## src/rtl/llc_mem_adapter_pkg.sv

```systemverilog
// Shared constants, types and helpers for the LLC-to-memory line adapter.
// The optional statistics helper is compiled only with LLC_MEM_ADAPTER_STATS_EN.
package llc_mem_adapter_pkg;

  // Cache geometry constants
  localparam int WORDS_PER_LINE = 4;
  localparam int WORD_BITS      = 64;
  localparam int ADDR_BITS      = 32;
  localparam int OFFSET_BITS    = 5;
  localparam int LINE_ADDR_BITS = ADDR_BITS - OFFSET_BITS;
  localparam int LINE_BITS      = WORDS_PER_LINE * WORD_BITS;
  localparam int CNT_BITS       = $clog2(WORDS_PER_LINE);

  // Cache data types
  typedef logic [LINE_ADDR_BITS-1:0] line_addr_t;
  typedef logic [LINE_BITS-1:0]      line_t;
  typedef logic [WORD_BITS-1:0]      word_t;
  typedef logic [1:0]                hprot_t;
  typedef logic [2:0]                hsize_t;
  typedef logic [CNT_BITS-1:0]       cnt_t;

  localparam cnt_t CNT_MAX = cnt_t'(WORDS_PER_LINE - 1);

  typedef enum logic [2:0] {
    ST_IDLE,
    ST_CMD,
    ST_WDATA,
    ST_RDATA,
    ST_RSP
  } state_t;

  // Request fields captured at acceptance and replayed on the command channel.
  typedef struct packed {
    logic       write;
    hsize_t     hsize;
    hprot_t     hprot;
    line_addr_t addr;
  } req_hdr_t;

`ifdef LLC_MEM_ADAPTER_STATS_EN
  function automatic logic [15:0] sat_inc(input logic [15:0] v);
    return (v == 16'hFFFF) ? v : v + 16'd1;
  endfunction
`endif

endpackage

```

## src/rtl/llc_mem_adapter_if.sv

```systemverilog
// LLC request/response and memory command/beat channels of the line adapter.
// master = the adapter itself; slave = its environment (LLC core and memory).
interface llc_mem_adapter_if;
  import llc_mem_adapter_pkg::*;

  logic                 llc_mem_req_valid;
  logic                 llc_mem_req_ready;
  logic                 llc_mem_req_hwrite;
  hsize_t               llc_mem_req_hsize;
  hprot_t               llc_mem_req_hprot;
  line_addr_t           llc_mem_req_addr;
  line_t                llc_mem_req_line;

  logic                 llc_mem_rsp_valid;
  logic                 llc_mem_rsp_ready;
  line_t                llc_mem_rsp_line;

  logic                 mem_cmd_valid;
  logic                 mem_cmd_ready;
  logic                 mem_cmd_write;
  logic [ADDR_BITS-1:0] mem_cmd_addr;
  hsize_t               mem_cmd_hsize;
  hprot_t               mem_cmd_hprot;

  logic                 mem_wdata_valid;
  logic                 mem_wdata_ready;
  word_t                mem_wdata;
  logic                 mem_wdata_last;

  logic                 mem_rdata_valid;
  logic                 mem_rdata_ready;
  word_t                mem_rdata;
  logic                 mem_rdata_last;

  modport master (
    input  llc_mem_req_valid, llc_mem_req_hwrite, llc_mem_req_hsize, llc_mem_req_hprot,
           llc_mem_req_addr, llc_mem_req_line, llc_mem_rsp_ready,
           mem_cmd_ready, mem_wdata_ready, mem_rdata_valid, mem_rdata, mem_rdata_last,
    output llc_mem_req_ready, llc_mem_rsp_valid, llc_mem_rsp_line,
           mem_cmd_valid, mem_cmd_write, mem_cmd_addr, mem_cmd_hsize, mem_cmd_hprot,
           mem_wdata_valid, mem_wdata, mem_wdata_last, mem_rdata_ready
  );

  modport slave (
    output llc_mem_req_valid, llc_mem_req_hwrite, llc_mem_req_hsize, llc_mem_req_hprot,
           llc_mem_req_addr, llc_mem_req_line, llc_mem_rsp_ready,
           mem_cmd_ready, mem_wdata_ready, mem_rdata_valid, mem_rdata, mem_rdata_last,
    input  llc_mem_req_ready, llc_mem_rsp_valid, llc_mem_rsp_line,
           mem_cmd_valid, mem_cmd_write, mem_cmd_addr, mem_cmd_hsize, mem_cmd_hprot,
           mem_wdata_valid, mem_wdata, mem_wdata_last, mem_rdata_ready
  );

endinterface

```

## src/rtl/llc_mem_line_buf.sv

```systemverilog
// Line buffer for the adapter: whole-line load, per-word write decode and
// word-select mux, both indexed by the adapter's beat counter.
module llc_mem_line_buf
  import llc_mem_adapter_pkg::*;
(
  input  logic  clk,
  input  logic  rst,
  input  logic  load_en,
  input  line_t load_line,
  input  logic  wr_en,
  input  cnt_t  idx,
  input  word_t wr_word,
  output word_t rd_word,
  output line_t line
);

  line_t line_q;

  // NOTE: the line register is reset rather than left unknown because it is
  // visible on the response port and unwritten words must read back as zero.
  always_ff @(posedge clk or negedge rst) begin
    if (!rst) begin
      line_q <= '0;
    end else if (load_en) begin
      line_q <= load_line;
    end else if (wr_en) begin
      for (int w = 0; w < WORDS_PER_LINE; w++) begin
        if (idx == cnt_t'(w)) line_q[w*WORD_BITS +: WORD_BITS] <= wr_word;
      end
    end
  end

  assign rd_word = line_q[idx*WORD_BITS +: WORD_BITS];
  assign line    = line_q;

endmodule

```

## src/rtl/llc_mem_adapter.sv

```systemverilog
// Converts one whole-line LLC memory request into a command plus word beats and
// assembles read beats into a line response. Optional counters: LLC_MEM_ADAPTER_STATS_EN.
module llc_mem_adapter
  import llc_mem_adapter_pkg::*;
(
  input  logic               clk,
  input  logic               rst,
  llc_mem_adapter_if.master  bus
`ifdef LLC_MEM_ADAPTER_STATS_EN
  ,
  output logic [15:0]        stat_rd_cnt,
  output logic [15:0]        stat_wr_cnt,
  output logic [15:0]        stat_stall_cnt
`endif
);

  state_t   state;
  cnt_t     cnt;
  req_hdr_t hdr;
  logic     req_ready_q;
  logic     cmd_valid_q;
  logic     wdata_valid_q;
  logic     rdata_ready_q;
  logic     rsp_valid_q;

  logic     req_fire;
  logic     rdata_fire;
  line_t    load_line;
  line_t    buf_line;
  word_t    buf_word;

  assign req_fire   = req_ready_q && bus.llc_mem_req_valid;
  assign rdata_fire = rdata_ready_q && bus.mem_rdata_valid;
  // Reads load zeros so a short burst leaves the untouched words cleared.
  assign load_line  = bus.llc_mem_req_hwrite ? bus.llc_mem_req_line : '0;

  llc_mem_line_buf u_line_buf (
    .clk       (clk),
    .rst       (rst),
    .load_en   (req_fire),
    .load_line (load_line),
    .wr_en     (rdata_fire),
    .idx       (cnt),
    .wr_word   (bus.mem_rdata),
    .rd_word   (buf_word),
    .line      (buf_line)
  );

  // NOTE: non-blocking assignments throughout so every register samples the
  // pre-edge values regardless of statement order inside the block.
  always_ff @(posedge clk or negedge rst) begin
    if (!rst) begin
      state         <= ST_IDLE;
      cnt           <= '0;
      hdr           <= '0;
      req_ready_q   <= 1'b1;
      cmd_valid_q   <= 1'b0;
      wdata_valid_q <= 1'b0;
      rdata_ready_q <= 1'b0;
      rsp_valid_q   <= 1'b0;
    end else begin
      unique case (state)
        ST_IDLE: begin
          if (req_fire) begin
            hdr.write   <= bus.llc_mem_req_hwrite;
            hdr.hsize   <= bus.llc_mem_req_hsize;
            hdr.hprot   <= bus.llc_mem_req_hprot;
            hdr.addr    <= bus.llc_mem_req_addr;
            req_ready_q <= 1'b0;
            cmd_valid_q <= 1'b1;
            state       <= ST_CMD;
          end
        end
        ST_CMD: begin
          if (bus.mem_cmd_ready) begin
            cmd_valid_q <= 1'b0;
            cnt         <= '0;
            if (hdr.write) begin
              wdata_valid_q <= 1'b1;
              state         <= ST_WDATA;
            end else begin
              rdata_ready_q <= 1'b1;
              state         <= ST_RDATA;
            end
          end
        end
        ST_WDATA: begin
          if (bus.mem_wdata_ready) begin
            if (cnt == CNT_MAX) begin
              wdata_valid_q <= 1'b0;
              req_ready_q   <= 1'b1;
              state         <= ST_IDLE;
            end else begin
              cnt <= cnt + cnt_t'(1);
            end
          end
        end
        ST_RDATA: begin
          if (bus.mem_rdata_valid) begin
            // Saturate so surplus beats keep landing in the top word.
            if (cnt != CNT_MAX) cnt <= cnt + cnt_t'(1);
            if (bus.mem_rdata_last) begin
              rdata_ready_q <= 1'b0;
              rsp_valid_q   <= 1'b1;
              state         <= ST_RSP;
            end
          end
        end
        ST_RSP: begin
          if (bus.llc_mem_rsp_ready) begin
            rsp_valid_q <= 1'b0;
            req_ready_q <= 1'b1;
            state       <= ST_IDLE;
          end
        end
        default: begin
          req_ready_q   <= 1'b1;
          cmd_valid_q   <= 1'b0;
          wdata_valid_q <= 1'b0;
          rdata_ready_q <= 1'b0;
          rsp_valid_q   <= 1'b0;
          state         <= ST_IDLE;
        end
      endcase
    end
  end

  assign bus.llc_mem_req_ready = req_ready_q;
  assign bus.llc_mem_rsp_valid = rsp_valid_q;
  assign bus.llc_mem_rsp_line  = buf_line;

  assign bus.mem_cmd_valid     = cmd_valid_q;
  assign bus.mem_cmd_write     = hdr.write;
  assign bus.mem_cmd_addr      = {hdr.addr, {OFFSET_BITS{1'b0}}};
  assign bus.mem_cmd_hsize     = hdr.hsize;
  assign bus.mem_cmd_hprot     = hdr.hprot;

  assign bus.mem_wdata_valid   = wdata_valid_q;
  assign bus.mem_wdata         = buf_word;
  assign bus.mem_wdata_last    = wdata_valid_q && (cnt == CNT_MAX);

  assign bus.mem_rdata_ready   = rdata_ready_q;

`ifdef LLC_MEM_ADAPTER_STATS_EN
  logic        rd_done;
  logic        wr_done;
  logic        stall;
  logic [15:0] rd_cnt_q;
  logic [15:0] wr_cnt_q;
  logic [15:0] stall_cnt_q;

  assign rd_done = rsp_valid_q && bus.llc_mem_rsp_ready;
  assign wr_done = wdata_valid_q && bus.mem_wdata_ready && (cnt == CNT_MAX);
  assign stall   = (cmd_valid_q && !bus.mem_cmd_ready) ||
                   (wdata_valid_q && !bus.mem_wdata_ready);

  always_ff @(posedge clk or negedge rst) begin
    if (!rst) begin
      rd_cnt_q    <= '0;
      wr_cnt_q    <= '0;
      stall_cnt_q <= '0;
    end else begin
      if (rd_done) rd_cnt_q    <= sat_inc(rd_cnt_q);
      if (wr_done) wr_cnt_q    <= sat_inc(wr_cnt_q);
      if (stall)   stall_cnt_q <= sat_inc(stall_cnt_q);
    end
  end

  assign stat_rd_cnt    = rd_cnt_q;
  assign stat_wr_cnt    = wr_cnt_q;
  assign stat_stall_cnt = stall_cnt_q;
`endif

endmodule

```

## src/flat_wrapper.sv

```systemverilog
// flat-port wrapper written by rule: the top's interface ports become plain ports
module llc_mem_adapter_flat import llc_mem_adapter_pkg::*;
  (clk, rst, bus_llc_mem_req_valid, bus_llc_mem_req_hwrite, bus_llc_mem_req_hsize, bus_llc_mem_req_hprot, bus_llc_mem_req_addr, bus_llc_mem_req_line, bus_llc_mem_rsp_ready, bus_mem_cmd_ready, bus_mem_wdata_ready, bus_mem_rdata_valid, bus_mem_rdata, bus_mem_rdata_last, bus_llc_mem_req_ready, bus_llc_mem_rsp_valid, bus_llc_mem_rsp_line, bus_mem_cmd_valid, bus_mem_cmd_write, bus_mem_cmd_addr, bus_mem_cmd_hsize, bus_mem_cmd_hprot, bus_mem_wdata_valid, bus_mem_wdata, bus_mem_wdata_last, bus_mem_rdata_ready);
  llc_mem_adapter_if bus_i ();
  input  logic clk;
  input  logic rst;
  input wire logic [$bits(bus_i.llc_mem_req_valid)-1:0] bus_llc_mem_req_valid;
  input wire logic [$bits(bus_i.llc_mem_req_hwrite)-1:0] bus_llc_mem_req_hwrite;
  input wire logic [$bits(bus_i.llc_mem_req_hsize)-1:0] bus_llc_mem_req_hsize;
  input wire logic [$bits(bus_i.llc_mem_req_hprot)-1:0] bus_llc_mem_req_hprot;
  input wire logic [$bits(bus_i.llc_mem_req_addr)-1:0] bus_llc_mem_req_addr;
  input wire logic [$bits(bus_i.llc_mem_req_line)-1:0] bus_llc_mem_req_line;
  input wire logic [$bits(bus_i.llc_mem_rsp_ready)-1:0] bus_llc_mem_rsp_ready;
  input wire logic [$bits(bus_i.mem_cmd_ready)-1:0] bus_mem_cmd_ready;
  input wire logic [$bits(bus_i.mem_wdata_ready)-1:0] bus_mem_wdata_ready;
  input wire logic [$bits(bus_i.mem_rdata_valid)-1:0] bus_mem_rdata_valid;
  input wire logic [$bits(bus_i.mem_rdata)-1:0] bus_mem_rdata;
  input wire logic [$bits(bus_i.mem_rdata_last)-1:0] bus_mem_rdata_last;
  output wire logic [$bits(bus_i.llc_mem_req_ready)-1:0] bus_llc_mem_req_ready;
  output wire logic [$bits(bus_i.llc_mem_rsp_valid)-1:0] bus_llc_mem_rsp_valid;
  output wire logic [$bits(bus_i.llc_mem_rsp_line)-1:0] bus_llc_mem_rsp_line;
  output wire logic [$bits(bus_i.mem_cmd_valid)-1:0] bus_mem_cmd_valid;
  output wire logic [$bits(bus_i.mem_cmd_write)-1:0] bus_mem_cmd_write;
  output wire logic [$bits(bus_i.mem_cmd_addr)-1:0] bus_mem_cmd_addr;
  output wire logic [$bits(bus_i.mem_cmd_hsize)-1:0] bus_mem_cmd_hsize;
  output wire logic [$bits(bus_i.mem_cmd_hprot)-1:0] bus_mem_cmd_hprot;
  output wire logic [$bits(bus_i.mem_wdata_valid)-1:0] bus_mem_wdata_valid;
  output wire logic [$bits(bus_i.mem_wdata)-1:0] bus_mem_wdata;
  output wire logic [$bits(bus_i.mem_wdata_last)-1:0] bus_mem_wdata_last;
  output wire logic [$bits(bus_i.mem_rdata_ready)-1:0] bus_mem_rdata_ready;
  assign bus_i.llc_mem_req_valid = bus_llc_mem_req_valid;
  assign bus_i.llc_mem_req_hwrite = bus_llc_mem_req_hwrite;
  assign bus_i.llc_mem_req_hsize = bus_llc_mem_req_hsize;
  assign bus_i.llc_mem_req_hprot = bus_llc_mem_req_hprot;
  assign bus_i.llc_mem_req_addr = bus_llc_mem_req_addr;
  assign bus_i.llc_mem_req_line = bus_llc_mem_req_line;
  assign bus_i.llc_mem_rsp_ready = bus_llc_mem_rsp_ready;
  assign bus_i.mem_cmd_ready = bus_mem_cmd_ready;
  assign bus_i.mem_wdata_ready = bus_mem_wdata_ready;
  assign bus_i.mem_rdata_valid = bus_mem_rdata_valid;
  assign bus_i.mem_rdata = bus_mem_rdata;
  assign bus_i.mem_rdata_last = bus_mem_rdata_last;
  assign bus_llc_mem_req_ready = bus_i.llc_mem_req_ready;
  assign bus_llc_mem_rsp_valid = bus_i.llc_mem_rsp_valid;
  assign bus_llc_mem_rsp_line = bus_i.llc_mem_rsp_line;
  assign bus_mem_cmd_valid = bus_i.mem_cmd_valid;
  assign bus_mem_cmd_write = bus_i.mem_cmd_write;
  assign bus_mem_cmd_addr = bus_i.mem_cmd_addr;
  assign bus_mem_cmd_hsize = bus_i.mem_cmd_hsize;
  assign bus_mem_cmd_hprot = bus_i.mem_cmd_hprot;
  assign bus_mem_wdata_valid = bus_i.mem_wdata_valid;
  assign bus_mem_wdata = bus_i.mem_wdata;
  assign bus_mem_wdata_last = bus_i.mem_wdata_last;
  assign bus_mem_rdata_ready = bus_i.mem_rdata_ready;
  llc_mem_adapter u_core (.clk(clk), .rst(rst), .bus(bus_i));
endmodule
```

## config.mk

```make
export PLATFORM = sky130hd
export DESIGN_NAME = llc_mem_adapter_flat
export DESIGN_NICKNAME = d
export VERILOG_FILES = /design/src/rtl/llc_mem_adapter_pkg.sv /design/src/rtl/llc_mem_adapter_if.sv /design/src/rtl/llc_mem_line_buf.sv /design/src/rtl/llc_mem_adapter.sv /design/src/flat_wrapper.sv
export SDC_FILE = /design/constraint.sdc
export NUM_CORES = 1
export LEC_CHECK = 0
export BUFFER_PORTS_ARGS = -buffer_cell sky130_fd_sc_hd__buf_2
export CORE_AREA = 2 2 286 288
export DETAILED_ROUTE_END_ITERATION = 8
export DIE_AREA = 0 0 288 290
export GPL_ROUTABILITY_DRIVEN = 0
export PLACE_DENSITY = 0.38
export SLEW_MARGIN = 40
export SYNTH_ARGS = -nofsm -noshare
export SYNTH_HDL_FRONTEND = slang
export SYNTH_SLANG_ARGS = --single-unit
```

## constraint.sdc

```tcl
create_clock -name clk -period 3.9 [get_ports clk]
set_clock_uncertainty 0.1 [all_clocks]
set_input_delay 0.195 -clock clk [delete_from_list [all_inputs] [get_ports clk]]
set_output_delay 0.195 -clock clk [all_outputs]
set_load 0.02 [all_outputs]
```

==> results.sh <==
export IMPL_finalCritPeriodShare_pct=83.2
export IMPL_clk_pin_slew_worst_paths_ns=0.06
export IMPL_netlist_instances=1359
export IMPL_critPathCaptureType="flip-flop"
export IMPL_synth_edf_count=0
export IMPL_arrival_ns=3.58
export IMPL_die_area_mm2=0.0835
export IMPL_stdcell_count=3664
export IMPL_crit_type="flip-flop to flip-flop"
export IMPL_cts_root_buf="clkbuf_16"
export IMPL_drive_gt1_share_pct=36.3
export IMPL_wl_per_cell_um=20.0
export IMPL_dpl_instance_area_mm2=0.0204
export IMPL_cts_setup_buffers=0
export IMPL_grtUsageTotal_pct=16.9
export IMPL_synth_compound_area_share_pct=8.85
export IMPL_drc=0
export IMPL_hold_buffers=552
export IMPL_num_nets_final=2931
export IMPL_drt_first_pass_iters=5
export IMPL_design_area_mm2=0.0273
export IMPL_ir_drop_mv=0.219
export IMPL_antenna_found_initial=6
export IMPL_cts_max_level=2
export IMPL_dp_cells=3030
export IMPL_synth_top_flop_cell="dfrtp_1"
export IMPL_finalWirelength_mm=73.4
export IMPL_grt_overflow=0
export IMPL_ys_warn_count=0
export IMPL_area_delta_synth_final_pct=73.2
export IMPL_start_util_pct=19.7
export IMPL_synth_distinct_cells=37
export IMPL_period_needed_ns=3.25
export IMPL_yosys_top_cells_count="298 x dfrtp_1, 260 x mux2i_1, 255 x nand3_1"
export IMPL_synth_simple_gate_area_share_pct=9.49
export IMPL_slew_headroom_pct=47.6
export IMPL_outcome="finished, final reports clean"
export IMPL_dp_hpwl_mm=50.6
export IMPL_synth_xor_area_share_pct=0
export IMPL_synthMuxAreaShare_pct=28.7
export IMPL_grt_max_degree=202
export IMPL_post_synth_top_count_cell="dfrtp_1"
export IMPL_ctsResizeCount=0
export IMPL_setup_viol=0
export IMPL_cts_sinks=299
export IMPL_vias=16300
export IMPL_syn_area_mm2=0.0158
export IMPL_avgSynthCellArea_um2=11.6
export IMPL_port_buffers=719
export IMPL_drv_cap=0
export IMPL_synth_seq_cells=299
export IMPL_tightest_slew_ns=0.785
export IMPL_drv_slew=0
export IMPL_synth_top_area_share_pct=47.3
export IMPL_clockBufferDepth=3
export IMPL_cts_tree="done"
export IMPL_core_area_mm2=0.0802
export IMPL_async_reset_ff_share_pct=100
export IMPL_grt_pass1_vias=17700
export IMPL_hold_viol=0
export IMPL_cts_inserted_buffers=41
export IMPL_synth_top_family_by_area="multiplexers"
export IMPL_startpoint_type="flip-flop"
export IMPL_synth_fa_ha_area_share_pct=0.318
export IMPL_grt_pass1_wl_mm=110
export IMPL_io_pins=725
export IMPL_vias_per_cell=4.45
export IMPL_clkLatencyLatePin_ns=0.55
export IMPL_power_density_mw_per_mm2=280
export IMPL_min_path_type="input pin to flip-flop"
export IMPL_fp_dieH_um=290
export IMPL_p_leak_nw=15.4
export IMPL_rsz0062_at_grt="false"
export IMPL_cp_max_fo=35
export IMPL_fin_tns_setup_ns=0
export IMPL_synthTopCellsByArea="dfrtp_1 47%, mux2i_1 17%, mux4_2 9.1%, nand3_1 8.1%, o21ai_0 5.8%"
export IMPL_die_x_um=288
export IMPL_cp_required_ns=4.23
export IMPL_antenna_left=0
export IMPL_first_iter_violations=810
export IMPL_max_freq_ghz=0.308
export IMPL_row_count=104
export IMPL_synth_area_leader_cell="dfrtp_1"
export IMPL_ys_seq_area_share_pct=47.5
[flip-flops by register name, indices dropped and copies added (netlist names), 2 cells and up]
signal                    cells
u_core.u_line_buf.line      256
u_core.bus.mem_cmd_addr      27
u_core.bus.mem_cmd_hsize      3
u_core.state                  3
u_core.bus.mem_cmd_hprot      2
u_core.cnt                    2
[stage by stage]
stage               power [mW]  hold slack [ns]  setup slack (ns)  utilization (%)
global route              7.94            0.139             0.466             34.0
detailed placement        3.64            0.113              1.20             25.4
global placement          3.64            0.252              1.21             25.3
finish                    7.63            0.112             0.654             34.0
floorplan                 3.28           -0.201              1.67                -
CTS                       7.77           0.0818             0.633             34.0
[critical path: stages (launching register included)]
cell	delay, ns
dfrtp_4	0.85
inv_1	0.14
ha_1	0.25
nand3_4	0.41
buf_12	0.31
mux2i_1	0.22
o21ai_0	0.09
dlygate4sd3_1	0.60
[layer usage]
| layer | wire, um | vias to the layer above | global-route usage (%) |
|---|---|---|---|
| li1 | - | 7461 | - |
| met1 | 29100 | 8175 | 19.8 |
| met2 | 37500 | 553 | 30.1 |
| met3 | 4610 | 122 | 3.83 |
| met4 | 2250 | 2 | 5.88 |
| met5 | 13 | - | 0 |
[layout make-up]
cell class / instances / area [um^2]
clock buffers: 62 / 1250
clock inverters: 13 / 100
fillers: 8383 / 52900
diodes: 6 / 15.0
repair buffers: 1301 / 9560
flip-flops and latches: 299 / 7490
well taps: 1060 / 1330
multi-input cells: 918 / 7540
inverters: 5 / 18.8
[cells in the final DEF, fill, tap and decap left out, types with 10 or more instances in the layout]
cell type,count
clkbuf_8,11
dfrtp_1,296
mux2_4,30
buf_12,10
buf_4,16
buf_2,717
nand3_2,10
o21ai_1,69
dlygate4sd3_1,552
o21ai_0,183
clkbuf_16,43
mux4_2,64
o21ai_2,10
mux2i_1,260
nand3_1,251
[path summary, 6_finish.rpt]
path	slack, ns	end	cells after the start	from
max	0.65	u_core.u_line_buf.line[33]	7	u_core.cnt[1]
min	0.11	u_core.bus.llc_mem_rsp_valid	3	bus_mem_rdata_valid
max reg2reg	0.65	u_core.u_line_buf.line[33]	7	u_core.cnt[1]
min reg2reg	0.40	u_core.bus.mem_cmd_addr[31]	1	u_core.bus.mem_cmd_addr[31]
max in group asynchronous	2.78	u_core.u_line_buf.line[150]	4	rst
min in group asynchronous	0.13	u_core.u_line_buf.line[89]	3	rst
[cell families after synthesis]
logic type,after synthesis
AO/OA/AOI/OAI,268
adder cells (fa/ha/maj),4
flip-flops,299
AND/OR/NAND/NOR,284
buffers and inverters,146
multiplexers,357
other,1
[power breakdown]
part,total [mW],switching [mW],internal [mW]
registers,3.12,0.0113,3.11
clock network,3.80,1.53,2.27
logic,0.709,0.325,0.384
Power figures use the tool's default switching activity.
